$ cat config.mk
export PLATFORM = sky130hd
export DESIGN_NAME = fetch_align_unit
export DESIGN_NICKNAME = d
export VERILOG_FILES = /design/src/rtl/fetch_align_unit.sv
export SDC_FILE = /design/constraint.sdc
export NUM_CORES = 1
export LEC_CHECK = 0
export CAP_MARGIN = 5
export CORE_MARGIN = 4
export CORE_UTILIZATION = 50
export CTS_CLUSTER_DIAMETER = 150
export DETAILED_ROUTE_END_ITERATION = 10
export PLACE_DENSITY = 0.71
export REMOVE_ABC_BUFFERS = 1
export SLEW_MARGIN = 5
export SYNTH_ARGS = -nofsm -noshare
export SYNTH_HDL_FRONTEND = slang
export SYNTH_SLANG_ARGS = --single-unit
$ cat constraint.sdc
create_clock -name iCLK -period 6.53 [get_ports iCLK]
set_input_delay 1.6325 -clock iCLK [delete_from_list [all_inputs] [get_ports iCLK]]
set_output_delay 1.6325 -clock iCLK [all_outputs]
set_load 0.05 [all_outputs]
$ cat src/rtl/fetch_align_unit.sv
// fetch_align_unit: instruction fetch front-end. It reads 32-bit ROM words into a halfword prefetch queue
// and presents one aligned instruction (16-bit RVC or 32-bit, word-spanning allowed) per valid/ready handshake.
// Ports:
//   iCLK/iRST: clock and async active-high reset.
//   oROM_CE/oROM_RD/oROM_ADDR/iROM_DATA: 1-cycle synchronous ROM read port.
//   iREDIRECT/iREDIRECT_PC: redirect from execute.
//   oIR_VALID/iIR_READY/oIR/oIR_PC/oIR_IS_C: decode handshake.
//   oMISALIGN: sticky misalign flag. oQ_LEVEL: queue occupancy in halfwords.
// Latency: the first instruction is valid 2 edges after reset release or after a redirect.
// Backpressure: the queue holds while ready is low, and ROM requests stop once the queue plus the pending push
// leaves fewer than 2 free entries.
// Optional feature macro FETCH_RVC_EN: when defined, 16-bit compressed instructions are decoded. When it is
// undefined, every instruction is 32-bit and a target that is not word-aligned is flagged as misaligned.
module fetch_align_unit #(
  parameter int ADDR_W = 8,
  parameter int QDEPTH = 8,
  parameter logic [ADDR_W-1:0] BOOT_PC = '0
) (
  input  logic                      iCLK,
  input  logic                      iRST,
  output logic                      oROM_CE,
  output logic                      oROM_RD,
  output logic [ADDR_W-3:0]         oROM_ADDR,
  input  logic [31:0]               iROM_DATA,
  input  logic                      iREDIRECT,
  input  logic [ADDR_W-1:0]         iREDIRECT_PC,
  output logic                      oIR_VALID,
  input  logic                      iIR_READY,
  output logic [31:0]               oIR,
  output logic [ADDR_W-1:0]         oIR_PC,
  output logic                      oIR_IS_C,
  output logic                      oMISALIGN,
  output logic [$clog2(QDEPTH):0]   oQ_LEVEL
);

  localparam int PW = $clog2(QDEPTH);
  localparam int LW = PW + 1;
  localparam logic [LW:0] QD_EXT = (LW+1)'(QDEPTH);

  logic [15:0]       q_mem [QDEPTH];
  logic [PW-1:0]     wr_ptr, rd_ptr;
  logic [PW-1:0]     wr_ptr_p1, rd_ptr_p1;
  logic [LW-1:0]     level;
  logic [ADDR_W-1:0] fpc, dpc;
  logic              in_flight;  // a ROM word lands on the next edge
  logic              stale;      // the landing word belongs to a path that was redirected away
  logic              skip_low;   // next useful word starts at its high half (target pc[1]=1)
  logic              misalign;

  logic [15:0] head, head_nxt;
  logic        is_c;
  logic        ir_valid;
  logic        fire;
  logic        land;
  logic [1:0]  push_cnt, pop_cnt;
  logic        room_ok;
  logic        rom_rd;
  logic        redirect_bad;

  assign wr_ptr_p1 = wr_ptr + PW'(1);
  assign rd_ptr_p1 = rd_ptr + PW'(1);
  assign head      = q_mem[rd_ptr];
  assign head_nxt  = q_mem[rd_ptr_p1];

`ifdef FETCH_RVC_EN
  assign is_c         = (head[1:0] != 2'b11);
  assign redirect_bad = iREDIRECT_PC[0];
`else
  assign is_c         = 1'b0;
  assign redirect_bad = |iREDIRECT_PC[1:0];
`endif

  // A 16-bit instruction needs one entry; a 32-bit one needs both halves present.
  assign ir_valid = !misalign && (is_c ? (level != '0) : (level >= LW'(2)));
  assign fire     = ir_valid && iIR_READY;
  assign pop_cnt  = fire ? (is_c ? 2'd1 : 2'd2) : 2'd0;

  // With a 1-cycle ROM, an in-flight word always lands on the next edge, so a new request can
  // issue every cycle. The only limit is room for the landing word plus the new one; pops this
  // cycle are ignored, which keeps the check conservative.
  assign land     = in_flight && !stale;
  assign push_cnt = land ? (skip_low ? 2'd1 : 2'd2) : 2'd0;
  assign room_ok  = ({1'b0, level} + (LW+1)'(push_cnt) + (LW+1)'(2)) <= QD_EXT;
  assign rom_rd   = !iRST && !misalign && room_ok;

  assign oROM_RD   = rom_rd;
  assign oROM_CE   = rom_rd;
  assign oROM_ADDR = rom_rd ? fpc[ADDR_W-1:2] : '0;
  assign oIR_VALID = ir_valid;
  assign oIR       = ir_valid ? (is_c ? {16'h0000, head} : {head_nxt, head}) : 32'h0;
  assign oIR_PC    = ir_valid ? dpc : '0;
  assign oIR_IS_C  = ir_valid && is_c;
  assign oMISALIGN = misalign;
  assign oQ_LEVEL  = level;

  // Queue storage is not reset; occupancy is tracked by the pointers and the level.
  always_ff @(posedge iCLK) begin
    if (land && !iREDIRECT) begin
      if (skip_low) begin
        q_mem[wr_ptr] <= iROM_DATA[31:16];
      end else begin
        q_mem[wr_ptr]    <= iROM_DATA[15:0];
        q_mem[wr_ptr_p1] <= iROM_DATA[31:16];
      end
    end
  end

  always_ff @(posedge iCLK or posedge iRST) begin
    if (iRST) begin
      wr_ptr    <= '0;
      rd_ptr    <= '0;
      level     <= '0;
      fpc       <= {BOOT_PC[ADDR_W-1:2], 2'b00};
      dpc       <= BOOT_PC;
      in_flight <= 1'b0;
      stale     <= 1'b0;
      skip_low  <= BOOT_PC[1];
      misalign  <= 1'b0;
    end else if (iREDIRECT) begin
      // The redirect wins over this edge's push and pop. A request issued on this edge still
      // returns old-path data next cycle, so it is marked stale.
      wr_ptr    <= '0;
      rd_ptr    <= '0;
      level     <= '0;
      fpc       <= {iREDIRECT_PC[ADDR_W-1:2], 2'b00};
      dpc       <= iREDIRECT_PC;
      in_flight <= rom_rd;
      stale     <= rom_rd;
      skip_low  <= iREDIRECT_PC[1];
      misalign  <= redirect_bad;
    end else begin
      in_flight <= rom_rd;
      stale     <= 1'b0;
      if (rom_rd) fpc <= fpc + ADDR_W'(4);
      if (land) skip_low <= 1'b0;
      wr_ptr <= wr_ptr + PW'(push_cnt);
      rd_ptr <= rd_ptr + PW'(pop_cnt);
      level  <= level + LW'(push_cnt) - LW'(pop_cnt);
      if (fire) dpc <= dpc + (is_c ? ADDR_W'(2) : ADDR_W'(4));
    end
  end

endmodule

======== Word level (Yosys, flattened, before mapping) ========
Memory sizes are Yosys's and may differ from the RTL's.
Index checks and enable logic that the tools add are counted.
word-level totals
  word-level logic and storage cells ...... 60
  bits in registers ....................... 30
  output and inout bits ................... 55
  memories ................................ 1
  bits in writable memories ............... 128
  input bits .............................. 44
memories
  name   words  bits a word  rd ports  clocked after Yosys merged registers in  wr ports  RTL line  RTL
  q_mem  8      16           2         0                                        2         40        logic [15:0] q_mem [QDEPTH];
operators by class
  muxes and demuxes ....................... 23
  $add $sub $neg .......................... 10
  bitwise logic cells ..................... 1
  order comparisons ....................... 2
  reductions and logical operators ........ 14
operator list
  kind                                                                              count
  8-bit two-way mux                                                                 5
  32-bit two-way mux                                                                1
  8-bit by 3-bit adder with 8-bit output, second input constant                     2
  16-bit two-way mux                                                                1
  1-bit two-way mux                                                                 9
  3-bit by 1-bit adder with 3-bit output, second input constant                     2
  3-bit by 2-bit adder with 3-bit output                                            2
  1-bit logical AND                                                                 6
  2-bit two-way mux                                                                 3
  3-bit two-way mux                                                                 2
  6-bit two-way mux                                                                 1
  2-bit nonzero test                                                                3
  4-bit by 2-bit adder with 5-bit output                                            1
  5-bit by 2-bit adder with 5-bit output, second input constant                     1
  5-bit by 4-bit less-or-equal comparator with 1-bit output, second input constant  1
  4-bit by 2-bit adder with 4-bit output                                            1
  4-bit by 2-bit >= comparator with 1-bit output, second input constant             1
  1-bit zero test                                                                   4
  4-bit two-way mux                                                                 1
  4-bit by 2-bit subtractor with 4-bit output                                       1
  2-bit OR reduction                                                                1
  1-bit OR                                                                          1

======== Logic depth before layout (Yosys ltp) ========
Gate-level depths: netlist of run 1.
  depth after elaboration ................. 9
  mapped depth ............................ 13

======== Least setup slack after synthesis of run 1 ========
No wires, ideal clock.
  path type ............................... reg-to-output
  start point ............................. register level[1] (netlist: oQ_LEVEL[1])
  end point ............................... output oROM_ADDR[0]
  cell stages (with the launch flop) ...... 13
  arrival ................................. 3.484 ns
  path slack .............................. 1.414 ns
  cells stage by stage .................... dfrtp_1 inv_1 ha_1 inv_1 ha_1 inv_1 fa_1 nor3b_1 o21ai_1 or2_2 clkbuf_1 inv_1 and2_1
between the ends
  longest elaborated chain between the ends .. 5
ends and longest elaborated chain
  item                                                       RTL line  RTL
  start, declared                                            43        logic [LW-1:0] level;
  start signal, assigned                                     138       level <= level + LW'(push_cnt) - LW'(pop_cnt);
  4-bit by 2-bit adder with 5-bit output                     83        assign room_ok = ({1'b0, level} + (LW+1)'(push_cnt) + (LW+1)'(2)) <= QD_EXT;
  5-bit by 2-bit adder with 5-bit output                     83
  5-bit by 4-bit less-or-equal comparator with 1-bit output  83
  1-bit logical AND                                          84        assign rom_rd = !iRST && !misalign && room_ok;
  net oROM_CE                                                21        output logic oROM_CE,
  6-bit two-way mux                                          88        assign oROM_ADDR = rom_rd ? fpc[ADDR_W-1:2] : '0;
  end, declared                                              23        output logic [ADDR_W-3:0] oROM_ADDR,
The timed path passes the listed nets, and every way through them passes these cells.

======== Worst setup path after layout of run 1 ========
  start point ............................. register stale
  end point ............................... output oROM_ADDR[4]
between the ends
  longest elaborated chain between the ends .. 8
ends and longest elaborated chain
  item                                                       RTL line  RTL
  start, declared                                            46        logic stale;
  start signal, assigned                                     128       stale <= rom_rd;
  1-bit zero test                                            81        assign land = in_flight && !stale;
  1-bit logical AND                                          81
  2-bit two-way mux                                          82        assign push_cnt = land ? (skip_low ? 2'd1 : 2'd2) : 2'd0;
  4-bit by 2-bit adder with 5-bit output                     83
  5-bit by 2-bit adder with 5-bit output                     83
  5-bit by 4-bit less-or-equal comparator with 1-bit output  83
  1-bit logical AND                                          84
  6-bit two-way mux                                          88
Every way passes these cells.

==> results of run 1 <==
==> routing by layer <==
metal | routed length (um) | up-vias
met3 | 1180 | 29
met2 | 10200 | 223
li1 | - | 2719
met5 | 0 | -
met1 | 8000 | 2905
met4 | 299 | 0
==> Yosys cell counts, types with 9 or more instances <==
master    count  area [um^2]
a21oi_1     132          661
and2_1       45          282
buf_2        10         50.1
clkbuf_1     53          199
dfrtp_1      27          676
edfxtp_1    128         3840
ha_1         12          150
inv_1        15         56.3
mux2i_1      18          180
mux4_2       32          721
nand2b_1      9         56.3
nor2_1      149          559
xnor2_1       9         78.8
==> power by group through the flow <==
stage / Clock, uW / Combinational (uW) / Sequential [uW]
after floorplan: 0 / 302 / 1180
after global placement: 0 / 483 / 1160
after detailed placement: 0 / 494 / 1160
after CTS: 880 / 497 / 1140
after global routing: 923 / 534 / 1150
final: 869 / 493 / 1140
==> registers in the layout, indices dropped and copies added (netlist names) <==
signal	cells
oQ_LEVEL	4
rd_ptr	2
dpc	8
oMISALIGN	1
wr_ptr	3
q_mem	128
in_flight	1
fpc	6
stale	1
skip_low	1
==> kinds of logic after synthesis <==
logic type	Yosys count	share of synthesized area (%)
DFF	155	55.7
buffers and inverters	82	4.09
and+or+nand+nor	246	14.8
xor gates and xnor gates	12	1.30
other	1	0.0462
muxes	51	11.2
AOI/OAI and AO/OA	157	10.2
adders and majority gates	15	2.59
==> layout make-up <==
| class | count | area share, % |
|---|---|---|
| repair buffers | 116 | 11.4 |
| clock inverters | 4 | 0.179 |
| clock buffers | 28 | 5.09 |
| flip-flops and latches | 155 | 46.3 |
| multi-input cells | 482 | 33.6 |
| well taps | 216 | 2.77 |
| inverters | 16 | 0.615 |
==> through the flow <==
| step | setup slack (ns) | hold WS [ns] | util [%] |
|---|---|---|---|
| after floorplan | 1.20 | 0.472 | - |
| after global placement | 1.01 | 0.484 | 58.2 |
| after detailed placement | 0.963 | 0.504 | 58.2 |
| after CTS | 0.577 | 0.516 | 61.4 |
| after global routing | 0.347 | 0.538 | 61.4 |
| final | 0.593 | 0.510 | 61.4 |
==> final timing paths <==
path	startpoint	endpoint	slack, ns	depth (start not counted)
setup / recovery	stale	oROM_ADDR[4]	0.59	13
hold / removal	dpc[0]	dpc[0]	0.51	1
setup reg to reg	stale	fpc[3]	3.38	11
hold reg to reg	dpc[0]	dpc[0]	0.51	1
max in group asynchronous	iRST	rd_ptr[1]	4.03	2
min in group asynchronous	iRST	oQ_LEVEL[3]	1.81	2
==> critical path, stage by stage (launching register included) <==
cell	delay [ns]
dfrtp_1	0.41
nand2b_1	0.22
nand2b_1	0.23
ha_1	0.30
inv_1	0.06
ha_1	0.16
inv_1	0.06
fa_1	0.47
nor3b_1	0.17
o21ai_1	0.24
or2_2	0.41
inv_1	0.20
and2_1	0.16
clkdlybuf4s50_1	0.80
==> out/qor.txt, run 1 <==
Max clock buf depth = 2
Die Ht = 135 um
met1 usage = 28.5%
sequential area share after synthesis = 55.7%
Slew headroom = 16.9%
Sw Ratio = 27.5%
CTS Hold Buffers Added = 0
Die Area = 18300 um^2
Setup Crit Path Kind = flip-flop to primary output
fin crit share = 90.9%
outcome = completed
worst-path maximum fanout = 9
Area Growth Syn to Fin = 20.3%
setup violators final = 0
Clock Power Share = 34.7%
commonest cells after routing, fill and taps aside = 148 x nor2_1, 132 x a21oi_1, 128 x edfxtp_1
Psw = 689 uW
Max-Cap Viols = 0
drt first pass iters = 5
Combinational Power Share = 19.7%
gpl congestion = 0.826
final hold vios = 0
commonest non-fill, non-tap cell in the layout = nor2_1
routed vias/inst = 5.78
GRT Total Usage = 22.6%
TritonCTS buffer count = 17
Int Power = 1820 uW
layout cell share with drive strength beyond 1 = 10.6%
Max Freq = 168 MHz
crit path launch type = flip-flop
met3 usage = 4.72%
Peak VDD IR = 0.000194 V
Slew Viols, Final = 0
Wirelength per Cell = 19.4 um
RSZ-0062 raised after global routing = false
sequential power share = 45.6%
FF/Latch Area = 4520 um^2
fraction of registers with async set/reset = 17.4%
fin area = 9760 um^2
initial DRC count = 525
Period minus WS final = 5.94 ns
Leakage = 0.00349 uW
DRC violations left = 0
number of gates resized after cts = 0
PwrDens = 257 nW/um^2
Unique masters post-synth = 43
clk sinks = 155
initial antenna violation count = 0
critical path required time = 4.90 ns
starting density of the core = 51.1%
half-perimeter wire length after detailed placement = 12700 um
clock-pin slew on the worst setup and hold paths = 0.05 ns
Worst-Margin Slew = 1.24 ns
Yosys reg bits = 155
Synth Flop Type = edfxtp_1
worst-skew pair later-pin latency = 0.42 ns
Core Area = 15900 um^2
skew final = 0.00483 ns
Tot Pwr = 2500 uW
CTS tree = built
IO Port Bufs = 97
Ant. Diodes = 0
dpl cells = 985
cell count after synthesis = 719
non-filler instance count after layout = 1017
first-pass GRT wire length = 31700 um
synthesized cell area = 8110 um^2
number of global-route vias before repair = 6103
Cell Area, Placed = 9250 um^2
area of the multi-input gates = 3280 um^2
YS warnings = 0
Critical Path AT = 4.30 ns
number of H-tree levels = 4
met2 usage = 39.5%
busiest grt layer = met2
fillers = 1284
WL final = 19700 um
Mapped Avg Cell Area = 11.3 um^2
chip width = 135 um
Post-synth EDFFs = 128
CP endpoint kind = primary output
row count = 46
Fin Setup TNS = 0 ns
root buffer cell = clkbuf_16
hold crit path type = flip-flop to flip-flop
vias post-DR = 5876
ANT nets after route = 0
Ports = 99
pin count of the biggest net entering global routing = 41
gr ovfl total = 0
nets = 847
post-CTS setup repair buffer count = 0
Note: power is estimated with default switching activity, not from simulation.
==> inputs of run 2 (changes only) <==
--- a/config.mk
+++ b/config.mk
@@ -7,10 +7,10 @@
 export LEC_CHECK = 0
 export CAP_MARGIN = 5
 export CORE_MARGIN = 4
-export CORE_UTILIZATION = 50
+export CORE_UTILIZATION = 61
 export CTS_CLUSTER_DIAMETER = 150
 export DETAILED_ROUTE_END_ITERATION = 10
-export PLACE_DENSITY = 0.71
+export PLACE_DENSITY = 0.84
 export REMOVE_ABC_BUFFERS = 1
 export SLEW_MARGIN = 5
 export SYNTH_ARGS = -nofsm -noshare
==> run 2 against run 1 <==
Worst setup slack got worse by 0.013 ns. Clock skew increased by 0.0054 ns. Largest cell class unchanged. Critical endpoint is now oROM_ADDR[5]. Global-route usage increased by 5.6 points. Non-clock buffer count increased by 2.
==> out/qor.txt, run 2 (synthesized netlist as in run 1, its figures left out) <==
outcome = completed
drt first pass iters = 5
PwrDens = 270 nW/um^2
commonest non-fill, non-tap cell in the layout = nor2_1
commonest cells after routing, fill and taps aside = 148 x nor2_1, 132 x a21oi_1, 128 x edfxtp_1
Slew headroom = 24.0%
pin count of the biggest net entering global routing = 34
Peak VDD IR = 0.000219 V
Fin Setup TNS = 0 ns
Setup Crit Path Kind = flip-flop to primary output
CTS tree = built
fillers = 824
WL final = 20500 um
crit path launch type = flip-flop
Leakage = 0.00353 uW
clk sinks = 155
DRC violations left = 0
Ant. Diodes = 0
CP endpoint kind = primary output
ANT nets after route = 0
first-pass GRT wire length = 32100 um
reg2reg start = stale
fin area = 9790 um^2
Max clock buf depth = 2
Die Area = 15200 um^2
Cell Area, Placed = 9200 um^2
setup violators final = 0
Critical Path AT = 4.32 ns
Tot Pwr = 2640 uW
IO Port Bufs = 97
gr ovfl total = 0
number of H-tree levels = 4
row count = 41
number of gates resized after cts = 0
Wirelength per Cell = 21.0 um
Max-Cap Viols = 0
layout cell share with drive strength beyond 1 = 11.0%
CTS Hold Buffers Added = 0
GRT Total Usage = 28.2%
largest register by flop count = q_mem
fin crit share = 91.1%
Period minus WS final = 5.95 ns
final hold vios = 0
gpl congestion = 0.865
clock-pin slew on the worst setup and hold paths = 0.06 ns
root buffer cell = clkbuf_16
vias post-DR = 6069
nets = 849
half-perimeter wire length after detailed placement = 12900 um
max FFs per register = 128
Die Ht = 123 um
Ports = 99
critical path required time = 4.90 ns
initial DRC count = 763
Worst-Margin Slew = 1.13 ns
hold crit path type = flip-flop to flip-flop
worst-path maximum fanout = 9
Slew Viols, Final = 0
RSZ-0062 raised after global routing = false
starting density of the core = 63.3%
Max Freq = 168 MHz
Core Area = 12800 um^2
chip width = 123 um
CP startpoint = stale
initial antenna violation count = 0
Worst Min Path Start = dpc[0]
Area Growth Syn to Fin = 20.7%
top flop regs = q_mem x128, dpc x8, fpc x6
worst-skew pair later-pin latency = 0.43 ns
TritonCTS buffer count = 17
routed vias/inst = 6.23
post-CTS setup repair buffer count = 0
skew final = 0.0103 ns
number of global-route vias before repair = 6238
-- run 2: changes by cell type in the layout (fill, tap and decap cells not counted) --
cell,previous run,this run
nor2_2,0,1
clkinv_1,3,5
clkinv_4,0,1
nor2_4,1,0
buf_4,19,21
clkbuf_8,3,0
bufinv_16,0,4
clkinv_2,2,1
clkbuf_1,8,4
-- run 2: worst paths after layout --
kind / slack (ns) / to / cells past startpoint
max: 0.58 / oROM_ADDR[5] / 13
min in group asynchronous: 1.84 / dpc[4] / 2
min: 0.51 / dpc[0] / 1
max in group asynchronous: 3.97 / rd_ptr[2] / 2
min reg2reg: 0.51 / dpc[0] / 1
max reg2reg: 3.38 / fpc[3] / 11
-- run 2: cell type report --
cell class / count / area (um^2) / area share [%]
timing repair buffer: 118 / 1130 / 11.5
multi-input combinational: 482 / 3280 / 33.5
clock buffer: 21 / 440 / 4.50
inverter: 16 / 60.1 / 0.613
clock inverter: 10 / 149 / 1.52
sequential: 155 / 4520 / 46.2
tap: 172 / 215 / 2.20
-- run 2: stage by stage --
stage,util [%],setup WS [ns],hold slack [ns],instances
after floorplan,-,1.20,0.472,653
after global placement,71.7,1.04,0.485,943
after detailed placement,71.7,0.932,0.498,943
after CTS,76.3,0.600,0.507,974
after global routing,76.3,0.340,0.539,974
final,76.3,0.580,0.507,974
-- run 2: worst max-delay path, stage by stage, from the launching register on --
cell	delay, ns
dfrtp_1	0.40
nand2b_1	0.21
nand2b_1	0.24
ha_1	0.30
inv_1	0.06
ha_1	0.16
inv_1	0.05
fa_1	0.47
nor3b_1	0.19
o21ai_1	0.24
or2_2	0.41
inv_1	0.18
and2_1	0.17
clkdlybuf4s50_1	0.82
-- run 2: power by group --
group / total, uW / switching (uW) / internal, uW
sequential: 1140 / 34.8 / 1110
clock: 1010 / 376 / 632
combinational: 496 / 300 / 196
total: 2640 / 710 / 1930
-- run 2: routing by layer --
metal / vias up / global-route usage (%) / wire length (um)
li1: 2717 / - / -
met4: 0 / 12.2 / 575
met3: 54 / 4.80 / 1770
met1: 2937 / 36.4 / 7710
met5: - / 0 / 0
met2: 361 / 47.4 / 10400
